<file path="src/rtl/mem_port_arbiter.sv">
// Two-requester arbiter (instruction fetch / load-store) for one fixed-latency
// single-port memory. Data side has priority, bounded by a fetch starvation counter.
//
// state | meaning
// IDLE  | no access in flight; arbitrate on the requests seen at the next edge
// ISSUE | memory strobe for the latched winner, winner's gnt pulses
// WAIT  | counting down the memory latency; read data captured on the last cycle
// RESP  | owner's valid pulses
module mem_port_arbiter #(
  parameter int ADDR_W     = 32,
  parameter int DATA_W     = 32,
  parameter int MEM_LAT    = 2,
  parameter int STARVE_MAX = 4
) (
  input  logic              clk,
  input  logic              reset,
  input  logic              if_req,
  input  logic [ADDR_W-1:0] if_addr,
  output logic              if_gnt,
  output logic              if_valid,
  output logic [DATA_W-1:0] if_rdata,
  input  logic              dm_req,
  input  logic              dm_we,
  input  logic [ADDR_W-1:0] dm_addr,
  input  logic [DATA_W-1:0] dm_wdata,
  output logic              dm_gnt,
  output logic              dm_valid,
  output logic [DATA_W-1:0] dm_rdata,
  output logic              mem_en,
  output logic              mem_we,
  output logic [ADDR_W-1:0] mem_addr,
  output logic [DATA_W-1:0] mem_wdata,
  input  logic [DATA_W-1:0] mem_rdata,
  output logic              busy
);

  localparam int CNT_W = 4;

  typedef enum logic [1:0] {IDLE, ISSUE, WAIT, RESP} state_t;

  state_t            state, state_nxt;
  logic [CNT_W-1:0]  cnt, cnt_nxt;
  logic [CNT_W-1:0]  starve_cnt, starve_nxt;
  logic              own_dm, own_dm_nxt;
  logic              lat_we, lat_we_nxt;
  logic [ADDR_W-1:0] lat_addr, lat_addr_nxt;
  logic [DATA_W-1:0] lat_wdata, lat_wdata_nxt;

  logic              if_gnt_nxt, if_valid_nxt, dm_gnt_nxt, dm_valid_nxt;
  logic              mem_en_nxt, mem_we_nxt, busy_nxt;
  logic [ADDR_W-1:0] mem_addr_nxt;
  logic [DATA_W-1:0] mem_wdata_nxt, if_rdata_nxt, dm_rdata_nxt;

  // State, datapath latches and all registered outputs.
  always_ff @(posedge clk or negedge reset) begin
    if (!reset) begin
      state      <= IDLE;
      cnt        <= '0;
      starve_cnt <= '0;
      own_dm     <= 1'b0;
      lat_we     <= 1'b0;
      lat_addr   <= '0;
      lat_wdata  <= '0;
      if_gnt     <= 1'b0;
      if_valid   <= 1'b0;
      if_rdata   <= '0;
      dm_gnt     <= 1'b0;
      dm_valid   <= 1'b0;
      dm_rdata   <= '0;
      mem_en     <= 1'b0;
      mem_we     <= 1'b0;
      mem_addr   <= '0;
      mem_wdata  <= '0;
      busy       <= 1'b0;
    end else begin
      state      <= state_nxt;
      cnt        <= cnt_nxt;
      starve_cnt <= starve_nxt;
      own_dm     <= own_dm_nxt;
      lat_we     <= lat_we_nxt;
      lat_addr   <= lat_addr_nxt;
      lat_wdata  <= lat_wdata_nxt;
      if_gnt     <= if_gnt_nxt;
      if_valid   <= if_valid_nxt;
      if_rdata   <= if_rdata_nxt;
      dm_gnt     <= dm_gnt_nxt;
      dm_valid   <= dm_valid_nxt;
      dm_rdata   <= dm_rdata_nxt;
      mem_en     <= mem_en_nxt;
      mem_we     <= mem_we_nxt;
      mem_addr   <= mem_addr_nxt;
      mem_wdata  <= mem_wdata_nxt;
      busy       <= busy_nxt;
    end
  end

  always_comb begin
    state_nxt     = state;
    cnt_nxt       = cnt;
    starve_nxt    = starve_cnt;
    own_dm_nxt    = own_dm;
    lat_we_nxt    = lat_we;
    lat_addr_nxt  = lat_addr;
    lat_wdata_nxt = lat_wdata;
    case (state)
      IDLE: begin
        if (if_req || dm_req) begin
          state_nxt = ISSUE;
          // starve_cnt < STARVE_MAX here, so the increment cannot pass the limit
          if (dm_req && (!if_req || (starve_cnt < CNT_W'(STARVE_MAX)))) begin
            own_dm_nxt    = 1'b1;
            lat_we_nxt    = dm_we;
            lat_addr_nxt  = dm_addr;
            lat_wdata_nxt = dm_wdata;
            if (if_req) starve_nxt = starve_cnt + 1'b1;
          end else begin
            own_dm_nxt    = 1'b0;
            lat_we_nxt    = 1'b0;
            lat_addr_nxt  = if_addr;
            lat_wdata_nxt = '0;
            starve_nxt    = '0;
          end
        end
      end
      ISSUE: begin
        state_nxt = WAIT;
        cnt_nxt   = CNT_W'(MEM_LAT - 1);
      end
      WAIT: begin
        if (cnt == '0) state_nxt = RESP;
        else           cnt_nxt   = cnt - 1'b1;
      end
      RESP:    state_nxt = IDLE;
      default: state_nxt = IDLE;
    endcase
  end

  // Outputs are computed for the next cycle and registered above.
  always_comb begin
    mem_en_nxt    = (state_nxt == ISSUE);
    mem_we_nxt    = mem_en_nxt && lat_we_nxt;
    mem_addr_nxt  = mem_en_nxt ? lat_addr_nxt  : '0;
    mem_wdata_nxt = mem_en_nxt ? lat_wdata_nxt : '0;
    if_gnt_nxt    = mem_en_nxt && !own_dm_nxt;
    dm_gnt_nxt    = mem_en_nxt &&  own_dm_nxt;
    if_valid_nxt  = (state_nxt == RESP) && !own_dm_nxt;
    dm_valid_nxt  = (state_nxt == RESP) &&  own_dm_nxt;
    busy_nxt      = (state_nxt != IDLE);
    if_rdata_nxt  = if_rdata;
    dm_rdata_nxt  = dm_rdata;
    if (state == WAIT && cnt == '0) begin
      if (!own_dm)     if_rdata_nxt = mem_rdata;
      else if (!lat_we) dm_rdata_nxt = mem_rdata;
    end
  end

endmodule

</file>
<file path="config.mk">
export PLATFORM = sky130hd
export DESIGN_NAME = mem_port_arbiter
export DESIGN_NICKNAME = d
export VERILOG_FILES = /design/src/rtl/mem_port_arbiter.sv
export SDC_FILE = /design/constraint.sdc
export NUM_CORES = 1
export LEC_CHECK = 0
export ABC_CLOCK_PERIOD_IN_PS = 1910
export CORE_MARGIN = 2
export CORE_UTILIZATION = 42
export CTS_BUF_LIST = sky130_fd_sc_hd__clkbuf_16
export CTS_CLUSTER_SIZE = 16
export DETAILED_ROUTE_END_ITERATION = 6
export GPL_TIMING_DRIVEN = 0
export MAX_ROUTING_LAYER = met4
export PLACE_DENSITY = 0.87
export REMOVE_ABC_BUFFERS = 1
export SLEW_MARGIN = 20
export SYNTH_ARGS = -nofsm -noshare
export SYNTH_HDL_FRONTEND = slang
export SYNTH_SLANG_ARGS = --single-unit
</file>
<file path="constraint.sdc">
create_clock -name clk -period 1.91 [get_ports clk]
set_clock_uncertainty 0.15 [all_clocks]
set_input_delay 0.382 -clock clk [delete_from_list [all_inputs] [get_ports clk]]
set_output_delay 0.382 -clock clk [all_outputs]
set_load 0.02 [all_outputs]
</file>
==> impl_metrics.py <==
metrics = {
    "timing": {
        "final.period_utilization_pct": 102,
        "min_period_ns": 1.95,
        "setup_violations": 53,
        "drv_slew": 0,
        "worst_pin_slew_ns": 0.566,
        "max_slew_margin_pct": 62.3,
        "whs_ns": 0.189,
        "final_hold_viol_count": 0,
        "setup_slack_ns": -0.0433,
        "rsz0062_at_grt": "yes",
        "fmax_mhz": 512,
    },
    "yosys": {
        "synth_top_area_share_pct": 60.4,
        "netlist_instances": 709,
        "yosysSeqAreaShare_pct": 60.4,
        "synth_top_flop_cell": "dfrtp_1",
        "synth.avg_cell_area_um2": 12.3,
        "synthTopCellsByArea": "dfrtp_1, mux2_4, mux2_2, nor3_1, a32oi_1",
        "yosys.area.top_type": "dfrtp_1",
        "synth_cell_type_count": 42,
        "synth_area_mm2": 0.00874,
        "synth_edf_count": 0,
        "ys.warnings.count": 0,
        "ys_seq_elements": 211,
        "ys_async_sr_fraction_pct": 100,
    },
    "pwr": {
        "seqPwrFrac_pct": 33.1,
        "sw_frac_of_total_pct": 38.5,
        "finalPower_mw": 22.4,
        "internal-power_mw": 13.8,
        "p_leak_nw": 6.37,
        "p_switching_mw": 8.62,
        "p_per_area_mw_per_mm2": 1670,
        "combPwrFrac_pct": 47.7,
        "clockPowerShare_pct": 19.2,
        "ir_drop_mv": 0.777,
    },
    "setup_path": {
        "crit_buf_inv": 4,
        "endpoint": "dm_rdata[4]$_DFFE_PN0P_",
        "critPathLaunchType": "register",
        "r2r_start": "cnt[0]$_DFFE_PN0P_",
        "worstPathRequired_ns": 2.15,
        "r2r_slack_ns": -0.04,
        "cp.depth": 8,
        "crit_path_top_delay_cell": "dfrtp_1",
        "arrival_ns": 2.19,
        "reg2reg_depth": 8,
        "critPathCaptureType": "register",
        "critPathMaxFanout": 16,
        "crit_family": "buffers and inverters",
        "crit_type": "register to register",
        "r2r_end": "dm_rdata[4]$_DFFE_PN0P_",
        "crit_chain": "inv_2 -> ha_4 -> buf_6 -> nor3b_4 -> buf_12 -> nand4b_4 -> buf_12 -> mux2_4",
        "cp-startpoint": "cnt[0]$_DFFE_PN0P_",
        "critPathMostFrequentCell": "buf_12",
        "max_stage_delay_ns": 0.39,
    },
    "grt": {
        "grt_pass1_vias": 7321,
        "antenna_found_initial": 0,
        "track_usage_pct": 23.6,
        "grt_overflow": 0,
        "grt_max_degree": 96,
        "grt_pass1_wl_um": 40000,
    },
    "route": {
        "wire_per_inst_um": 20.6,
        "wl_um": 26500,
        "viasPerCell": 5.45,
        "vias": 7005,
        "drtIter0Drc": 342,
        "first_pass_iters": 5,
        "drc": 0,
        "final_antenna_net_count": 0,
    },
    "layout": {
        "multi_input_area_mm2": 0.00368,
        "finalNonFillerCells": 1285,
        "n_antenna_cell": 0,
        "nFillCells": 1465,
        "area_growth_pct": 53.2,
        "drive_gt1_share_pct": 22.9,
        "fin_nets": 1139,
        "fin_util_pct": 65.9,
        "regArea_mm2": 0.00528,
    },
    "die": {
        "die-area_mm2": 0.0220,
        "die_w_um": 148,
        "std_cell_rows": 52,
        "initial_core_util_pct": 43.0,
        "die_h_um": 148,
        "core_mm2": 0.0203,
        "ioPinCount": 268,
    },
    "clock_network": {
        "worst_setup_hold_path_clk_slew_ns": 0.06,
        "cts-root-buf": "clkbuf_16",
        "cts_tree": "built",
        "cts.path.max_buffers": 3,
        "insertion_delay_ns": 0.51,
        "cts_buffers": 24,
        "clock-sinks": 211,
        "htreeDepth": 1,
    },
    "run": {
        "drv_cap": 0,
    },
    "min_path": {
        "hold_path.class": "input port to asynchronous set/reset pin",
    },
    "placed_design": {
        "gp_congestion": 0.783,
        "port_buffers": 267,
        "dp_hpwl_um": 16100,
        "dp_cells": 1208,
        "dpl_worst_slack_ns": -0.932,
    },
    "outcome": {
        "status": "finished with violations",
        "violations": "negative setup slack",
    },
}
==> state kept, by name (all words and copies together), names as in the netlist, 2 cells and up <==
register    count
dm_rdata       32
if_rdata       32
lat_addr       32
lat_wdata      32
mem_addr       32
mem_wdata      32
cnt             4
starve_cnt      4
state           2
==> through the flow <==
stage,setup TNS [ns],cell area (um^2)
global route,-7.16,13400
global placement,-2429.28,11500
CTS,-1.68,12900
detailed placement,-118.21,11800
finish,-0.838,13400
floorplan,-257.30,8450
==> cell type report <==
type                            instances  share of cell area (%)
Clock inverter                         17                   0.748
Timing Repair Buffer                  314                    23.9
Sequential cell                       211                    39.5
Clock buffer                           25                    4.67
Multi-Input combinational cell        407                    27.5
Tap cell                              270                    2.52
Inverter                               41                    1.19
==> metal layers <==
layer	wire length (um)	vias to the layer above	global-route usage [%]	part of all wire [%]
li1	-	3148	-	-
met1	10300	3499	28.2	39
met2	13500	284	39.8	51
met3	1590	74	4.39	6.0
met4	1210	0	9.38	4.5
met5	0	-	-	0
==> cells in the final DEF (no fill, tap or decap), types with 8 or more instances in the layout <==
cell type / netlist / final
or3_1: 32 / 32
nor3_2: 0 / 21
buf_6: 6 / 9
mux2_4: 30 / 62
nor4_2: 1 / 25
clkdlybuf4s50_1: 0 / 129
dlygate4sd2_1: 0 / 135
nor2_1: 70 / 70
nand2b_1: 34 / 32
clkbuf_16: 0 / 26
buf_4: 5 / 18
clkinv_1: 0 / 8
nor3_1: 65 / 43
a32oi_1: 33 / 27
dfrtp_1: 211 / 210
inv_1: 41 / 40
buf_16: 0 / 9
o221ai_1: 32 / 29
==> synth_stat cells, types with 3 or more instances <==
| cell type | count |
|---|---|
| buf_2 | 21 |
| o221ai_1 | 32 |
| nand2_1 | 3 |
| buf_4 | 5 |
| nor4_1 | 31 |
| or3_1 | 32 |
| nor2_1 | 70 |
| o21ai_0 | 3 |
| mux2_2 | 32 |
| nor3_1 | 65 |
| nand2b_1 | 34 |
| buf_6 | 6 |
| a32oi_1 | 33 |
| mux2_4 | 30 |
| mux2_1 | 3 |
| ha_1 | 7 |
| inv_1 | 41 |
| dfrtp_1 | 211 |
| clkbuf_1 | 20 |
==> power groups by stage <==
stage	Sequential (mW)	Clock, mW	Combinational (mW)
2_1_floorplan	8.88	0	3.72
3_3_place_gp	7.42	0	9.21
3_5_place_dp	7.45	0	9.82
4_1_cts	7.38	4.36	9.83
5_1_grt	7.62	4.55	11.4
6_report	7.42	4.30	10.7
==> worst min-delay path by stage <==
stage	slack, ns	start	end	cells after the start
final	0.19	reset	if_rdata[4]$_DFFE_PN0P_	2
after global routing	0.20	reset	if_rdata[4]$_DFFE_PN0P_	2
after CTS	0.18	reset	if_rdata[14]$_DFFE_PN0P_	2
after detailed placement	0.11	reset	if_rdata[14]$_DFFE_PN0P_	1
after global placement	0.30	lat_wdata[17]$_DFF_PN0_	lat_wdata[17]$_DFF_PN0_	2
after floorplan	-0.06	reset	busy$_DFF_PN0_	0
==> timing repair <==
| action | 4_1_cts | 5_1_grt |
|---|---|---|
| pin swaps | 8 | 6 |
| resized for setup | 183 | 93 |
| cloned | 4 | 2 |
| hold buffers | 1 | 0 |
| endpoints found under the hold margin | 150 | 0 |
| buffers inserted | 25 | 5 |
| setup endpoints to repair | 336 | 154 |
==> logic make-up after synthesis <==
| group | after synthesis | synth area share, % |
|---|---|---|
| multiplexers | 65 | 9.67 |
| buffers and inverters | 93 | 5.03 |
| adder cells (fa/ha/maj) | 7 | 1.00 |
| AND/OR/NAND/NOR | 251 | 15.8 |
| AO/OA/AOI/OAI | 81 | 7.98 |
| flip-flops | 211 | 60.4 |
| XOR/XNOR | 1 | 0.100 |
==> worst register-to-register path, cell delays in order (launching register included) <==
cell and delay (ns):
dfrtp_1 0.39, inv_2 0.09, ha_4 0.13, buf_6 0.09
nor3b_4 0.20, buf_12 0.14, nand4b_4 0.11, buf_12 0.20
mux2_4 0.33
Note: power is estimated with default switching activity, not from simulation.
